--- src/rtl/wam_pkg.sv ---
// wam_pkg: shared defaults, debounce state type and warm-up length for the hit judge
package wam_pkg;
  localparam int WAM_N_CH = 8;
  localparam int WAM_SCORE_W = 8;
  localparam int WAM_WARMUP = 3;
  typedef enum logic {IDLE, FILTER} db_state_t;
endpackage

--- src/rtl/wam_db_chan.sv ---
// wam_db_chan: one switch channel - 2-flop sync, edge detect, debounce FSM, tap pulse
// Ports: clk_19 clock, rst async active-high reset, sw raw switch level,
//        en edge enable (low during warm-up), tap one-cycle accepted-toggle pulse
module wam_db_chan
  import wam_pkg::*;
#(
  parameter int DB_CNT = 4
) (
  input  logic clk_19,
  input  logic rst,
  input  logic sw,
  input  logic en,
  output logic tap
);
  localparam int CW = $clog2(DB_CNT + 1);
  db_state_t state, state_n;
  logic [CW-1:0] cnt, cnt_n;
  logic sw_s1, sw_s2, sw_pre, sw_edge, tap_n;
  always_ff @(posedge clk_19 or posedge rst)
    if (rst) begin
      {sw_s1, sw_s2, sw_pre, tap} <= '0;
      state <= IDLE;
      cnt <= '0;
    end else begin
      {sw_s1, sw_s2, sw_pre} <= {sw, sw_s1, sw_s2};
      state <= state_n;
      cnt <= cnt_n;
      tap <= tap_n;
    end
  // A bounce while filtering returns to IDLE without restarting; only a later edge restarts.
  always_comb begin
    sw_edge = en & (sw_s2 ^ sw_pre);
    state_n = state;
    cnt_n = cnt;
    tap_n = 1'b0;
    if (state == IDLE) begin
      if (sw_edge) begin
        cnt_n = CW'(1);
        state_n = FILTER;
      end
    end else if (cnt >= CW'(DB_CNT)) begin
      cnt_n = '0;
      tap_n = 1'b1;
      state_n = IDLE;
    end else if (sw_edge) begin
      cnt_n = '0;
      state_n = IDLE;
    end else cnt_n = cnt + CW'(1);
  end
endmodule

--- src/rtl/wam_hit_judge.sv ---
// wam_hit_judge: debounced switch taps judged against mole holes into hit/miss pulses with per-hole lockout
// Ports: clk_19 clock, rst async active-high reset, sw raw switches, holes mole-present vector,
//        tap/hit/miss one-cycle pulses per channel.
// Optional WAM_HIT_STAT_EN: adds stat_clr, hit_cnt, miss_cnt saturating statistics (SCORE_W wide).
module wam_hit_judge
  import wam_pkg::*;
#(
  parameter int N_CH = WAM_N_CH,
  parameter int DB_CNT = 4
`ifdef WAM_HIT_STAT_EN
  , parameter int SCORE_W = WAM_SCORE_W
`endif
) (
  input  logic              clk_19,
  input  logic              rst,
  input  logic [N_CH-1:0]   sw,
  input  logic [N_CH-1:0]   holes,
  output logic [N_CH-1:0]   tap,
  output logic [N_CH-1:0]   hit,
  output logic [N_CH-1:0]   miss
`ifdef WAM_HIT_STAT_EN
  , input  logic              stat_clr,
  output logic [SCORE_W-1:0] hit_cnt,
  output logic [SCORE_W-1:0] miss_cnt
`endif
);
  localparam int WW = $clog2(WAM_WARMUP + 1);
  logic [WW-1:0] wu;
  logic en;
  logic [N_CH-1:0] holes_pre, lock;
  // Edges are masked until the synchroniser has flushed the reset-time zeros.
  assign en = wu == WW'(WAM_WARMUP);
  always_ff @(posedge clk_19 or posedge rst)
    if (rst) wu <= '0;
    else wu <= en ? wu : wu + WW'(1);
  for (genvar i = 0; i < N_CH; i++) begin : g_ch
    wam_db_chan #(.DB_CNT(DB_CNT)) u_ch (
      .clk_19(clk_19),
      .rst(rst),
      .sw(sw[i]),
      .en(en),
      .tap(tap[i])
    );
  end
  // Lock holds for the rest of the mole's appearance once it has been tapped.
  always_ff @(posedge clk_19 or posedge rst)
    if (rst) begin
      holes_pre <= '0;
      hit <= '0;
      miss <= '0;
      lock <= '0;
    end else begin
      holes_pre <= holes;
      hit <= tap & holes_pre & ~lock;
      miss <= tap & ~holes_pre;
      lock <= holes_pre & (lock | tap);
    end
`ifdef WAM_HIT_STAT_EN
  localparam int AW = SCORE_W + $clog2(N_CH + 1);
  localparam logic [AW-1:0] MAX = {{(AW - SCORE_W){1'b0}}, {SCORE_W{1'b1}}};
  logic [AW-1:0] hit_sum, miss_sum;
  assign hit_sum = AW'(hit_cnt) + AW'($countones(hit));
  assign miss_sum = AW'(miss_cnt) + AW'($countones(miss));
  always_ff @(posedge clk_19 or posedge rst)
    if (rst) begin
      hit_cnt <= '0;
      miss_cnt <= '0;
    end else begin
      hit_cnt <= stat_clr ? '0 : hit_sum > MAX ? MAX[SCORE_W-1:0] : hit_sum[SCORE_W-1:0];
      miss_cnt <= stat_clr ? '0 : miss_sum > MAX ? MAX[SCORE_W-1:0] : miss_sum[SCORE_W-1:0];
    end
`endif
endmodule

--- config.mk ---
export PLATFORM = sky130hd
export DESIGN_NAME = wam_hit_judge
export DESIGN_NICKNAME = d
export VERILOG_FILES = /design/src/rtl/wam_pkg.sv /design/src/rtl/wam_db_chan.sv /design/src/rtl/wam_hit_judge.sv
export SDC_FILE = /design/constraint.sdc
export NUM_CORES = 1
export LEC_CHECK = 0
export ABC_AREA = 1
export BUFFER_PORTS_ARGS = -buffer_cell sky130_fd_sc_hd__buf_2
export CORE_ASPECT_RATIO = 1.25
export CORE_MARGIN = 2
export CORE_UTILIZATION = 40
export CTS_CLUSTER_SIZE = 10
export DETAILED_ROUTE_END_ITERATION = 10
export PLACE_DENSITY = 0.68
export SYNTH_ARGS = -nofsm -noshare
export SYNTH_HDL_FRONTEND = slang
export SYNTH_SLANG_ARGS = --single-unit
--- constraint.sdc ---
create_clock -name clk_19 -period 6.65 [get_ports clk_19]
set_input_delay 1.6625 -clock clk_19 [delete_from_list [all_inputs] [get_ports clk_19]]
set_output_delay 1.6625 -clock clk_19 [all_outputs]
set_load 0.03 [all_outputs]
# Word-level counts from Yosys, hierarchy flattened
# Cells that the tools add are included.
[word_totals]
regBits = 98
latch_bits = 0
ram_bits = 0
rom_bits = 0
inputBits = 18
output_inout_bits = 24
word_cells = 182
n_memories = 0
[op_classes]
add_sub_neg = 9
n_mul = 0
div = 0
n_lt_le_gt_ge = 8
n_eq_ne = 1
n_shift = 0
n_mux = 80
bitwise_logic = 23
n_reduce_logical = 8
[ops]
columns = ["operator", "count"]
rows = [
  ["3-bit two-way mux", 32],
  ["1-bit two-way mux", 48],
  ["8-bit AND", 4],
  ["3-bit by 1-bit adder with 3-bit output, second input constant", 8],
  ["3-bit >= comparator, second input constant", 8],
  ["8-bit NOT", 2],
  ["2-bit nonzero test", 8],
  ["1-bit AND", 8],
  ["8-bit bitwise OR", 1],
  ["1-bit bitwise XOR", 8],
  ["2-bit by 1-bit adder with 2-bit output, second input constant", 1],
  ["2-bit equality test, second input constant", 1],
]

# Longest topological paths before layout
# Gate-level depths: netlist of the first run.
[logic_depth]
word_depth = 5
ltp_mapped = 6
depth_no_buf = 6

# Hierarchy
# Synthesis of the first run repeated with hierarchy kept, for this count alone.
[hier_totals]
hier_cells = 365
hier_area_um2 = 3902.5
[by_module_without_submodules]
columns = ["module", "n_inst", "cells_per_inst", "area_each_um2", "seq_area_each_um2"]
rows = [
  ["wam_db_chan", 8, 34, 349.1, 200.2],
  ["wam_hit_judge", 1, 93, 1109.8, 850.8],
]

# Worst setup path before layout of the first run
# No wires, ideal clock.
[synth_path]
kind = "reg2out"
startpoint = "register g_ch[0].u_ch.tap"
endpoint = "output tap[0]"
t_arrival_ns = 0.529
slack_ns = 4.459
stages_incl_launch_ff = 2
path_buffers = 1
path_cell_list = "dfrtp_1 -> buf_4"
[synth_lines]
columns = ["element", "line", "text"]
rows = [
  ["from (decl)", "wam_db_chan.sv:13", "output logic tap"],
  ["from (signal assigned)", "wam_db_chan.sv:28", "tap <= tap_n;"],
  ["to (decl)", "wam_hit_judge.sv:18", "output logic [N_CH-1:0] tap,"],
]
# No word-level cell between the ends.

# Worst setup path in the final report of the first run
[layout_path]
startpoint = "register g_ch[5].u_ch.tap"
endpoint = "output tap[5]"
[layout_lines]
columns = ["element", "line"]
rows = [
  ["from (decl)", "wam_db_chan.sv:13"],
  ["from (signal assigned)", "wam_db_chan.sv:28"],
]
# No word-level cell between the ends.

==> results of run 1 <==
==> how the worst max path moves through the flow <==
| stage | depth (start not counted) | slack, ps | from | endpoint |
|---|---|---|---|---|
| floorplan | 1 | 2430 | rst | g_ch[0].u_ch.cnt[0]$_DFFE_PP0P_ |
| global placement | 3 | 3750 | rst | hit[2]$_DFF_PP0_ |
| detailed placement | 3 | 3720 | rst | g_ch[4].u_ch.tap$_DFF_PP0_ |
| CTS | 1 | 4040 | g_ch[5].u_ch.tap$_DFF_PP0_ | tap[5] |
| global route | 3 | 3910 | rst | g_ch[2].u_ch.sw_s2$_DFF_PP0_ |
| finish | 1 | 4060 | g_ch[5].u_ch.tap$_DFF_PP0_ | tap[5] |
==> power by group through the flow <==
| stage | sequential [W] | combinational [W] | clock (W) |
|---|---|---|---|
| final | 0.000721 | 0.000230 | 0.000619 |
| after global routing | 0.000729 | 0.000268 | 0.000661 |
| after CTS | 0.000721 | 0.000236 | 0.000634 |
| after detailed placement | 0.000730 | 0.000232 | 0 |
| after global placement | 0.000727 | 0.000218 | 0 |
| after floorplan | 0.000721 | 0.000185 | 0 |
==> state kept, by name, indices dropped and copies added (netlist names) <==
signal	count
miss	8
g_ch.u_ch.sw_s2	8
g_ch.u_ch.tap	8
g_ch.u_ch.sw_s1	8
g_ch.u_ch.cnt	24
g_ch.u_ch.state	8
lock	8
g_ch.u_ch.sw_pre	8
holes_pre	8
hit	8
wu	2
==> cell usage after synthesis <==
master,instances,area (sq um)
sky130_fd_sc_hd__mux2_2,1,11.3
sky130_fd_sc_hd__inv_1,69,259
sky130_fd_sc_hd__dfrtp_1,98,2450
sky130_fd_sc_hd__nand2_4,2,22.5
sky130_fd_sc_hd__o21ai_0,13,65.1
sky130_fd_sc_hd__nor2_8,3,60.1
sky130_fd_sc_hd__a21oi_2,8,70.1
sky130_fd_sc_hd__ha_1,18,225
sky130_fd_sc_hd__buf_6,1,11.3
sky130_fd_sc_hd__xnor2_1,1,8.76
sky130_fd_sc_hd__nand3_1,13,65.1
sky130_fd_sc_hd__nand3_4,7,123
sky130_fd_sc_hd__buf_4,8,60.1
sky130_fd_sc_hd__nand2_1,47,176
sky130_fd_sc_hd__a21oi_1,7,35.0
sky130_fd_sc_hd__nand2_2,9,56.3
sky130_fd_sc_hd__nand4_1,8,50.1
sky130_fd_sc_hd__nor3_1,8,40.0
sky130_fd_sc_hd__xor2_1,1,8.76
sky130_fd_sc_hd__nor2_2,1,6.26
sky130_fd_sc_hd__nor2_1,27,101
==> through the flow <==
| step | hold slack (ps) | setup slack (ps) | cell area [sq um] | std cells |
|---|---|---|---|---|
| finish | 347 | 4060 | 4570 | 525 |
| global route | 365 | 3910 | 4570 | 525 |
| CTS | 350 | 4040 | 4570 | 525 |
| detailed placement | 335 | 3720 | 4210 | 509 |
| global placement | 334 | 3750 | 4210 | 509 |
| floorplan | 331 | 2430 | 3910 | 350 |
==> metal layers <==
metal,routed length (um),vias to the layer above,track usage
met5,0,-,0
met2,2710,43,0.199
met4,110,0,0.0597
met1,2390,1101,0.136
met3,229,10,0.0362
li1,-,1149,-
==> cells by family (layout without fill, tap and decap cells) <==
logic type / count (synthesis) / in the layout / synth area share
flip-flops: 98 / 98 / 0.628
buffers and inverters: 78 / 127 / 0.0845
adder cells (fa/ha/maj): 18 / 18 / 0.0576
AO/OA/AOI/OAI: 28 / 28 / 0.0435
AND/OR/NAND/NOR: 125 / 125 / 0.179
multiplexers: 1 / 1 / 0.00288
XOR/XNOR: 2 / 2 / 0.00448
==> area by class of cell <==
cell class / instances / area [sq um] / share of cell area
inverters: 69 / 262 / 0.0572
clock inverters: 7 / 139 / 0.0304
well taps: 126 / 158 / 0.0345
clock buffers: 9 / 225 / 0.0492
flip-flops and latches: 98 / 2450 / 0.536
multi-input cells: 174 / 1120 / 0.246
repair buffers: 42 / 213 / 0.0465
==> insert_results.sql, run 1 <==
INSERT INTO impl_metrics (metric_group, metric, value, unit) VALUES
('floorplanning', 'rows', '40', ''),
('setup_path', 'ff2ff_setup_slack', '5000', 'ps'),
('floorplanning', 'core_area', '9560', 'sq um'),
('routing', 'routed_wirelength', '5440', 'um'),
('job', 'drv.max_cap_violation_count', '0', ''),
('outcome', 'run_status', 'complete, no violations', ''),
('synth', 'post_synth_inst_count', '350', ''),
('clock_tree', 'postCtsHoldBufs', '0', ''),
('synth', 'post_synth_instance_area', '3910', 'sq um'),
('sta', 'max_freq', '386', 'MHz'),
('setup_path', 'start_kind', 'flop', ''),
('synth', 'netlist-cell-type-count', '21', ''),
('cells_and_area', 'nets', '430', ''),
('clock_tree', 'cts_tree', 'done', ''),
('pwr', 'power.clock.fraction', '0.394', ''),
('clock_tree', 'clkSlewWorstSetupHoldPaths', '60', 'ps'),
('setup_path', 'path_cells', 'buf_2', ''),
('routing', 'detail_route.vias_per_cell', '4.39', ''),
('clock_tree', 'clk_path_buf_depth', '2', ''),
('routing', 'route.detailed.drc', '0', ''),
('routing', 'drt-initial-drc-count', '72', ''),
('sta', 'fin_crit_sh', '0.389', ''),
('pwr', 'p_sw_frac', '0.264', ''),
('grt', 'first_global_vias', '2343', ''),
('sta', 'final_max_slew_viol_count', '0', ''),
('routing', 'antenna_left', '0', ''),
('grt', 'grt_max_degree', '88', ''),
('grt', 'track_usage', '0.118', ''),
('clock_tree', 'clock_sink_count', '98', ''),
('sta', 'report.final.hold_viol_count', '0', ''),
('setup_path', 'critical_path_required', '4990', 'ps'),
('grt', 'antenna_violations_before_repair', '0', ''),
('cells_and_area', 'mostFrequentLayoutCell', 'sky130_fd_sc_hd__dfrtp_1', ''),
('place', 'globalplace.congestion', '0.724', ''),
('cells_and_area', 'num-fill-cells', '863', ''),
('min_path', 'hold_path_end', 'g_ch[0].u_ch.sw_s2$_DFF_PP0_', ''),
('floorplanning', 'initial_utilization', '0.409', ''),
('min_path', 'min_path_type', 'reg2reg', ''),
('setup_path', 'crit-reg2reg-launch', 'wu[0]$_DFFE_PP0P_', ''),
('clock_tree', 'count_of_h_tree_levels_built_during_cts', '3', ''),
('synth', 'synth_seq_area_share', '0.628', ''),
('clock_tree', 'clk_root_buffer_cell', 'sky130_fd_sc_hd__clkbuf_16', ''),
('sta', 'finalWorstPathRequiredPeriod', '2590', 'ps'),
('place', 'io_buffers', '41', ''),
('setup_path', 'crit_buf_inv', '1', ''),
('clock_tree', 'cts_made_buffers', '9', ''),
('cells_and_area', 'most-common-layout-cells', 'sky130_fd_sc_hd__dfrtp_1, sky130_fd_sc_hd__inv_1, sky130_fd_sc_hd__nand2_1', ''),
('setup_path', 'rr_endpoint', 'g_ch[6].u_ch.state$_DFF_PP0_', ''),
('sta', 'timing.final.setup_violations', '0', ''),
('floorplanning', 'die_width', '92.4', 'um'),
('setup_path', 'critPathSlowestCell', 'sky130_fd_sc_hd__dfrtp_1', ''),
('sta', 'fin_worst_skew', '4.44', 'ps'),
('sta', 'grt_setup_unrepaired', 'no', ''),
('setup_path', 'worst_path_largest_cell_delay', '400', 'ps'),
('min_path', 'worstHoldStart', 'g_ch[0].u_ch.sw_s1$_DFF_PP0_', ''),
('min_path', 'worstHoldPathCells', '0', ''),
('grt', 'gr-total-overflow', '0', ''),
('grt', 'grt_pass1_wl', '9800', 'um'),
('cells_and_area', 'postLayoutCoreUtil', '0.478', ''),
('pwr', 'p_seq_frac', '0.459', ''),
('cells_and_area', 'flow.area_growth_from_synthesis', '17.0', '%'),
('clock_tree', 'cts_resized', '0', ''),
('sta', 'totalNegativeSetupSlack', '0', 'ps'),
('pwr', 'p_int', '0.00116', 'W'),
('setup_path', 'cp_top_family', 'flip-flops', ''),
('setup_path', 'end_kind', 'output pin', ''),
('setup_path', 'cp_max_fo', '3', ''),
('pwr', 'pwr_density', '343', 'nW/um^2'),
('pwr', 'power.net_switching', '0.000414', 'W'),
('sta', 'worst_slew_pin_slew', '1030', 'ps'),
('cells_and_area', 'num_antenna_cells', '0', '');
Power figures use the tool's default switching activity.
==> run 2, diff against run 1 <==
--- a/config.mk
+++ b/config.mk
@@ -5,7 +5,7 @@
 export SDC_FILE = /design/constraint.sdc
 export NUM_CORES = 1
 export LEC_CHECK = 0
-export ABC_AREA = 1
+export ABC_AREA = 0
 export BUFFER_PORTS_ARGS = -buffer_cell sky130_fd_sc_hd__buf_2
 export CORE_ASPECT_RATIO = 1.25
 export CORE_MARGIN = 2
==> constraint.sdc (replaced) <==
create_clock -name clk_19 -period 2.6 [get_ports clk_19]
set_input_delay 0.65 -clock clk_19 [delete_from_list [all_inputs] [get_ports clk_19]]
set_output_delay 0.65 -clock clk_19 [all_outputs]
set_load 0.03 [all_outputs]
==> run 2 against run 1 <==
Net effect: power grew to 2.7 times the previous value; area after synthesis down 5.0%; worst setup slack got worse by 3000 ps.
==> insert_results.sql, run 2 <==
INSERT INTO impl_metrics (metric_group, metric, value, unit) VALUES
('outcome', 'run_status', 'complete, no violations', ''),
('floorplanning', 'core_area', '9080', 'sq um'),
('sta', 'fin_worst_skew', '6.12', 'ps'),
('sta', 'maxSlewHeadroom', '0.607', ''),
('floorplanning', 'die_h', '112', 'um'),
('grt', 'track_usage', '0.116', ''),
('floorplanning', 'die_width', '90.2', 'um'),
('clock_tree', 'clk_path_buf_depth', '2', ''),
('min_path', 'min_path_type', 'reg2reg', ''),
('grt', 'antenna_violations_before_repair', '0', ''),
('grt', 'first_global_vias', '2024', ''),
('place', 'detailed_place_hpwl', '3200', 'um'),
('synth', 'synth_enable_flop_cells', '0', ''),
('clock_tree', 'cts_resized', '0', ''),
('job', 'drv.max_cap_violation_count', '0', ''),
('synth', 'post_synth_inst_count', '280', ''),
('clock_tree', 'insertion_delay', '340', 'ps'),
('clock_tree', 'clk_root_buffer_cell', 'sky130_fd_sc_hd__clkbuf_16', ''),
('clock_tree', 'clkSlewWorstSetupHoldPaths', '60', 'ps'),
('setup_path', 'crit_buf_inv', '1', ''),
('cells_and_area', 'share_of_layout_cells_above_drive_strength_1', '0.198', ''),
('setup_path', 'critical_path_required', '1950', 'ps'),
('setup_path', 'end_kind', 'output pin', ''),
('setup_path', 'path_cells', 'buf_2', ''),
('sta', 'max_freq', '633', 'MHz'),
('setup_path', 'worst_path_largest_cell_delay', '380', 'ps'),
('cells_and_area', 'num_antenna_cells', '0', ''),
('place', 'io_buffers', '41', ''),
('setup_path', 'critical_path_cell_count', '1', ''),
('min_path', 'worstHoldPathCells', '0', ''),
('cells_and_area', 'most-common-layout-cells', 'sky130_fd_sc_hd__dfrtp_1, sky130_fd_sc_hd__buf_2, sky130_fd_sc_hd__nor2b_1, sky130_fd_sc_hd__ha_1, sky130_fd_sc_hd__nor2_1', ''),
('routing', 'detail_route.vias_per_cell', '4.46', ''),
('setup_path', 'type_of_the_setup_path_with_the_least_slack', 'reg2out', ''),
('clock_tree', 'postCtsHoldBufs', '0', ''),
('sta', 'worst_slew_pin_slew', '589', 'ps'),
('sta', 'final_max_slew_viol_count', '0', ''),
('routing', 'average_detailed_routed_wire_length_per_instance', '11.2', 'um'),
('grt', 'grt_pass1_wl', '9030', 'um'),
('setup_path', 'rr_worst_depth', '3', ''),
('pwr', 'pwr_density', '959', 'nW/um^2'),
('setup_path', 'cp_top_family', 'flip-flops', ''),
('pwr', 'power.static_leakage', '2.17', 'nW'),
('setup_path', 'cp_max_fo', '4', ''),
('cells_and_area', 'largest_register', 'g_ch.u_ch.cnt', ''),
('clock_tree', 'post-cts-setup-buffer-count', '0', ''),
('clock_tree', 'count_of_h_tree_levels_built_during_cts', '3', ''),
('pwr', 'totalPowerFinal', '0.00416', 'W'),
('routing', 'num_vias', '2017', ''),
('synth', 'async_set_or_reset_flop_fraction_in_the_synthesized_netlist', '1.00', ''),
('sta', 'grt_setup_unrepaired', 'no', ''),
('synth', 'synthDominantCellAreaShare', '0.661', ''),
('synth', 'synth_fp_nets', '316', ''),
('sta', 'finalWorstPathRequiredPeriod', '1580', 'ps'),
('setup_path', 'arrival', '930', 'ps'),
('grt', 'grt_max_degree', '99', ''),
('cells_and_area', 'nets', '360', ''),
('synth', 'netlist-cell-type-count', '24', ''),
('cells_and_area', 'flow.area_growth_from_synthesis', '17.0', '%'),
('pwr', 'vdd.ir_drop.worst', '0.423', 'mV'),
('synth', 'postSynthRegisterBits', '98', ''),
('grt', 'gr-total-overflow', '0', ''),
('synth', 'synth_seq_area_share', '0.661', ''),
('clock_tree', 'cts_tree', 'done', ''),
('synth', 'post_synth_instance_area', '3710', 'sq um'),
('routing', 'drt-initial-drc-count', '81', ''),
('setup_path', 'start_kind', 'flop', ''),
('sta', 'holdWs', '348', 'ps'),
('cells_and_area', 'mostFrequentLayoutCell', 'sky130_fd_sc_hd__dfrtp_1', ''),
('synth', 'synth.avg_cell_area', '13.3', 'sq um'),
('sta', 'totalNegativeSetupSlack', '0', 'ps'),
('floorplanning', 'floorplan.die_area', '10100', 'sq um'),
('synth', 'count_leader_synth', 'sky130_fd_sc_hd__dfrtp_1', ''),
('cells_and_area', 'largest_register_ffs', '24', ''),
('clock_tree', 'cts_made_buffers', '9', ''),
('routing', 'antenna_left', '0', ''),
('synth', 'synthTopCellsByArea', 'sky130_fd_sc_hd__dfrtp_1, sky130_fd_sc_hd__ha_1, sky130_fd_sc_hd__mux2i_1, sky130_fd_sc_hd__nor2b_1, sky130_fd_sc_hd__and2_1', ''),
('cells_and_area', 'layout.cell_area.non_filler', '4340', 'sq um'),
('synth', 'yosys_warnings', '0', ''),
('floorplanning', 'rows', '39', ''),
('place', 'place_area', '4030', 'sq um'),
('sta', 'report.final.hold_viol_count', '0', ''),
('clock_tree', 'clock_sink_count', '98', ''),
('routing', 'route.detailed.drc', '0', ''),
('synth', 'yosysTopAreaCell', 'sky130_fd_sc_hd__dfrtp_1', ''),
('routing', 'dr.pass1.iters', '4', ''),
('setup_path', 'critPathSlowestCell', 'sky130_fd_sc_hd__dfrtp_1', ''),
('sta', 'fin_crit_sh', '0.607', ''),
('place', 'globalplace.congestion', '0.746', ''),
('sta', 'timing.final.setup_violations', '0', ''),
('synth', 'postSynth.topFlopCell', 'sky130_fd_sc_hd__dfrtp_1', ''),
('floorplanning', 'initial_utilization', '0.409', ''),
('routing', 'routed_wirelength', '5060', 'um'),
('synth', 'yosys-top-cells-count', 'sky130_fd_sc_hd__dfrtp_1, sky130_fd_sc_hd__ha_1, sky130_fd_sc_hd__nor2b_1', ''),
('floorplanning', 'ioPinCount', '42', '');
[run 2: cell types whose count changed after synthesis, sizes merged, moves of 8 or more]
| cell | previous run | this run |
|---|---|---|
| inv | 69 | 17 |
| nand2 | 58 | 12 |
| nand3 | 20 | 0 |
| nor2b | 0 | 18 |
| and2 | 0 | 16 |
| mux2i | 0 | 14 |
| nor2 | 31 | 17 |
| nand4 | 8 | 0 |
| nor3 | 8 | 0 |
| o21a | 0 | 8 |
[run 2: logic make-up after synthesis]
family / synth area share
DFF: 0.661
and+or+nand+nor: 0.116
AOI/OAI and AO/OA: 0.0533
buffers and inverters: 0.0354
muxes: 0.0529
adders and majority gates: 0.0607
xor gates and xnor gates: 0.0212
[run 2: layer usage]
layer | share of wire | track usage | up-vias
li1 | - | - | 984
met1 | 0.44 | 0.139 | 985
met2 | 0.49 | 0.179 | 38
met3 | 0.036 | 0.0338 | 10
met4 | 0.032 | 0.0800 | 0
met5 | 0 | 0 | -
[run 2: where the power goes]
| group | switching, W | internal, W | total [W] |
|---|---|---|---|
| Clock | 0.000553 | 0.000846 | 0.00140 |
| Sequential | 0.000242 | 0.00178 | 0.00203 |
| Combinational | 0.000377 | 0.000361 | 0.000738 |
[run 2: cell type report]
type	instances	area, sq um
flip-flops and latches	98	2450
repair buffers	42	225
clock buffers	10	229
inverters	17	67.6
clock inverters	6	87.6
fillers	840	4730
well taps	123	154
multi-input cells	156	1130
[run 2: per-stage QoR]
step	worst slack [ps]	instances	util
6_report	1020	452	0.478
4_1_cts	1000	452	0.478
3_5_place_dp	1100	436	0.444
3_3_place_gp	1160	436	0.444
5_1_grt	954	452	0.478
2_1_floorplan	788	280	-
[run 2: path summary, 6_finish.rpt]
path / startpoint / end / slack (ps)
hold reg to reg: g_ch[2].u_ch.sw_s1$_DFF_PP0_ / g_ch[2].u_ch.sw_s2$_DFF_PP0_ / 350
setup / recovery: g_ch[3].u_ch.tap$_DFF_PP0_ / tap[3] / 1020
min in group asynchronous: rst / miss[0]$_DFF_PP0_ / 430
setup reg to reg: wu[0]$_DFFE_PP0P_ / g_ch[5].u_ch.state$_DFF_PP0_ / 1050
hold / removal: g_ch[2].u_ch.sw_s1$_DFF_PP0_ / g_ch[2].u_ch.sw_s2$_DFF_PP0_ / 350
max in group asynchronous: rst / g_ch[0].u_ch.sw_s2$_DFF_PP0_ / 1750
==> run 3, diff against run 2 <==
==> constraint.sdc (replaced) <==
create_clock -name clk_19 -period 1.6 [get_ports clk_19]
set_input_delay 0.4 -clock clk_19 [delete_from_list [all_inputs] [get_ports clk_19]]
set_output_delay 0.4 -clock clk_19 [all_outputs]
set_load 0.03 [all_outputs]
==> run 3 against run 2 <==
Net effect: power increased by 55%; die area stayed put; non-clock buffer count is 3 higher; flip-flop and latch count stayed put; final cell count up 0.66%; clock skew down 2.0 ps; worst setup slack got worse by 760 ps; register-to-register slack lost 710 ps; final area rose by 0.17%; clock power grew 41%; highest routed layer unchanged; hold slack worse by 290 ps; sequential power is 62% higher; largest cell class unchanged.
==> insert_results.sql, run 3 (synthesis gave the netlist of run 2 again) <==
INSERT INTO impl_metrics (metric_group, metric, value, unit) VALUES
('clock_tree', 'count_of_h_tree_levels_built_during_cts', '3', ''),
('place', 'place_area', '4070', 'sq um'),
('routing', 'dr.max_layer_used', 'met4', ''),
('sta', 'maxSlewHeadroom', '0.718', ''),
('outcome', 'run_status', 'complete, no violations', ''),
('floorplanning', 'floorplan.die_area', '10100', 'sq um'),
('routing', 'antenna_left', '0', ''),
('floorplanning', 'die_h', '112', 'um'),
('clock_tree', 'cts_resized', '0', ''),
('sta', 'totalNegativeSetupSlack', '0', 'ps'),
('cells_and_area', 'sequential_cell_area', '2450', 'sq um'),
('routing', 'met3_wirelength', '215', 'um'),
('pwr', 'pwr_density', '1490', 'nW/um^2'),
('grt', 'grt_pass1_wl', '8860', 'um'),
('routing', 'average_detailed_routed_wire_length_per_instance', '11.1', 'um'),
('job', 'drv.max_cap_violation_count', '0', ''),
('cells_and_area', 'num_antenna_cells', '0', ''),
('sta', 'finalWorstPathRequiredPeriod', '1340', 'ps'),
('clock_tree', 'clock_sink_count', '98', ''),
('min_path', 'min_path_type', 'in2async', ''),
('floorplanning', 'ioPinCount', '42', ''),
('setup_path', 'crit_buf_inv', '1', ''),
('routing', 'route.detailed.drc', '0', ''),
('clock_tree', 'cts_tree', 'done', ''),
('cells_and_area', 'mostFrequentLayoutCell', 'sky130_fd_sc_hd__dfrtp_1', ''),
('clock_tree', 'clk_root_buffer_cell', 'sky130_fd_sc_hd__clkbuf_16', ''),
('sta', 'fin_worst_skew', '4.15', 'ps'),
('clock_tree', 'clkSlewWorstSetupHoldPaths', '60', 'ps'),
('clock_tree', 'cts_made_buffers', '9', ''),
('cells_and_area', 'largest_register', 'g_ch.u_ch.cnt', ''),
('setup_path', 'critical_path_required', '1200', 'ps'),
('cells_and_area', 'nets', '363', ''),
('routing', 'num_vias', '2001', ''),
('cells_and_area', 'layout.cell_area.non_filler', '4350', 'sq um'),
('floorplanning', 'initial_utilization', '0.409', ''),
('cells_and_area', 'largest_register_ffs', '24', ''),
('sta', 'worst_slew_pin_slew', '422', 'ps'),
('floorplanning', 'core_area', '9080', 'sq um'),
('pwr', 'power.static_leakage', '2.17', 'nW'),
('setup_path', 'arrival', '940', 'ps'),
('grt', 'gr-total-overflow', '0', ''),
('sta', 'timing.final.setup_violations', '0', ''),
('routing', 'dr.pass1.iters', '4', ''),
('grt', 'first_global_vias', '2030', ''),
('routing', 'met1Wirelength', '2270', 'um'),
('cells_and_area', 'num-fill-cells', '812', ''),
('sta', 'fin_crit_sh', '0.839', ''),
('cells_and_area', 'most-common-layout-cells', 'sky130_fd_sc_hd__dfrtp_1, sky130_fd_sc_hd__buf_2, sky130_fd_sc_hd__nor2b_1, sky130_fd_sc_hd__ha_1, sky130_fd_sc_hd__nor2_1', ''),
('place', 'globalplace.congestion', '0.740', ''),
('setup_path', 'critPathSlowestCell', 'sky130_fd_sc_hd__dfrtp_1', ''),
('floorplanning', 'die_width', '90.2', 'um'),
('sta', 'final_max_slew_viol_count', '0', ''),
('clock_tree', 'insertion_delay', '340', 'ps'),
('clock_tree', 'postCtsHoldBufs', '0', ''),
('sta', 'max_freq', '745', 'MHz'),
('cells_and_area', 'flow.area_growth_from_synthesis', '17.2', '%'),
('cells_and_area', 'area_of_the_multi_input_gates', '1130', 'sq um'),
('setup_path', 'cp_max_fo', '4', ''),
('clock_tree', 'post-cts-setup-buffer-count', '0', ''),
('sta', 'report.final.hold_viol_count', '0', ''),
('place', 'detailed_place_hpwl', '3420', 'um'),
('routing', 'detail_route.vias_per_cell', '4.40', ''),
('grt', 'grt_max_degree', '32', ''),
('sta', 'grt_setup_unrepaired', 'no', ''),
('grt', 'track_usage', '0.111', ''),
('place', 'io_buffers', '41', ''),
('clock_tree', 'clk_path_buf_depth', '2', ''),
('setup_path', 'cp_top_family', 'flip-flops', ''),
('setup_path', 'type_of_the_setup_path_with_the_least_slack', 'reg2out', ''),
('routing', 'drt-initial-drc-count', '69', ''),
('routing', 'routed_wirelength', '5030', 'um'),
('pwr', 'vdd.ir_drop.worst', '0.556', 'mV'),
('floorplanning', 'rows', '39', ''),
('setup_path', 'start_kind', 'flop', ''),
('setup_path', 'worst_path_largest_cell_delay', '390', 'ps'),
('routing', 'wl_met2', '2420', 'um'),
('cells_and_area', 'share_of_layout_cells_above_drive_strength_1', '0.196', ''),
('grt', 'antenna_violations_before_repair', '0', ''),
('setup_path', 'end_kind', 'output pin', ''),
('setup_path', 'path_cells', 'buf_2', '');
-- run 3: cell count changes in the layout (fill, tap and decap cells not counted), sizes merged --
cell	change
clkbuf	+5
buf	+3
bufinv	-2
inv	-2
clkinv	-1
-- run 3: worst paths after layout --
kind / endpoint / depth (start not counted) / from / slack, ps
worst min-delay path: holes_pre[0]$_DFF_PP0_ / 2 / rst / 60
max in group asynchronous: miss[6]$_DFF_PP0_ / 3 / rst / 1060
worst max-delay path: tap[0] / 1 / g_ch[0].u_ch.tap$_DFF_PP0_ / 260
min in group clk_19: holes_pre[2]$_DFF_PP0_ / 1 / holes[2] / 160
worst max register to register: g_ch[1].u_ch.cnt[0]$_DFFE_PP0P_ / 4 / wu[0]$_DFFE_PP0P_ / 340
worst min register to register: g_ch[1].u_ch.sw_s2$_DFF_PP0_ / 0 / g_ch[1].u_ch.sw_s1$_DFF_PP0_ / 350
-- run 3: final cells by class --
class,instances,area share
Multi-Input combinational cell,156,0.259
Timing Repair Buffer,45,0.0627
Inverter,17,0.0155
Tap cell,123,0.0354
Clock inverter,1,0.00201
Clock buffer,15,0.0615
Sequential cell,98,0.564
-- run 3: power breakdown --
| part | switching (W) | leakage (nW) | internal [W] | total [W] |
|---|---|---|---|---|
| sequential | 0.000393 | 1.24 | 0.00290 | 0.00329 |
| combinational | 0.000606 | 0.798 | 0.000594 | 0.00120 |
| clock | 0.000832 | 0.134 | 0.00114 | 0.00198 |
| total | 0.00183 | 2.17 | 0.00464 | 0.00647 |
-- run 3: through the flow --
stage / hold slack, ps / total power [W] / setup WS (ps) / utilization / std cells
final: 61.3 / 0.00647 / 258 / 0.479 / 455
after global routing: 76.7 / 0.00691 / 213 / 0.479 / 455
after CTS: 64.0 / 0.00658 / 242 / 0.479 / 455
after detailed placement: 336 / 0.00455 / 347 / 0.449 / 439
after global placement: 333 / 0.00446 / 397 / 0.449 / 439
after floorplan: 331 / 0.00422 / 38.4 / - / 280
-- run 3: layer usage --
layer | GRT usage | up-vias
li1 | - | 987
met1 | 0.130 | 967
met2 | 0.176 | 38
met3 | 0.0325 | 9
met4 | 0.0769 | 0
met5 | 0 | -
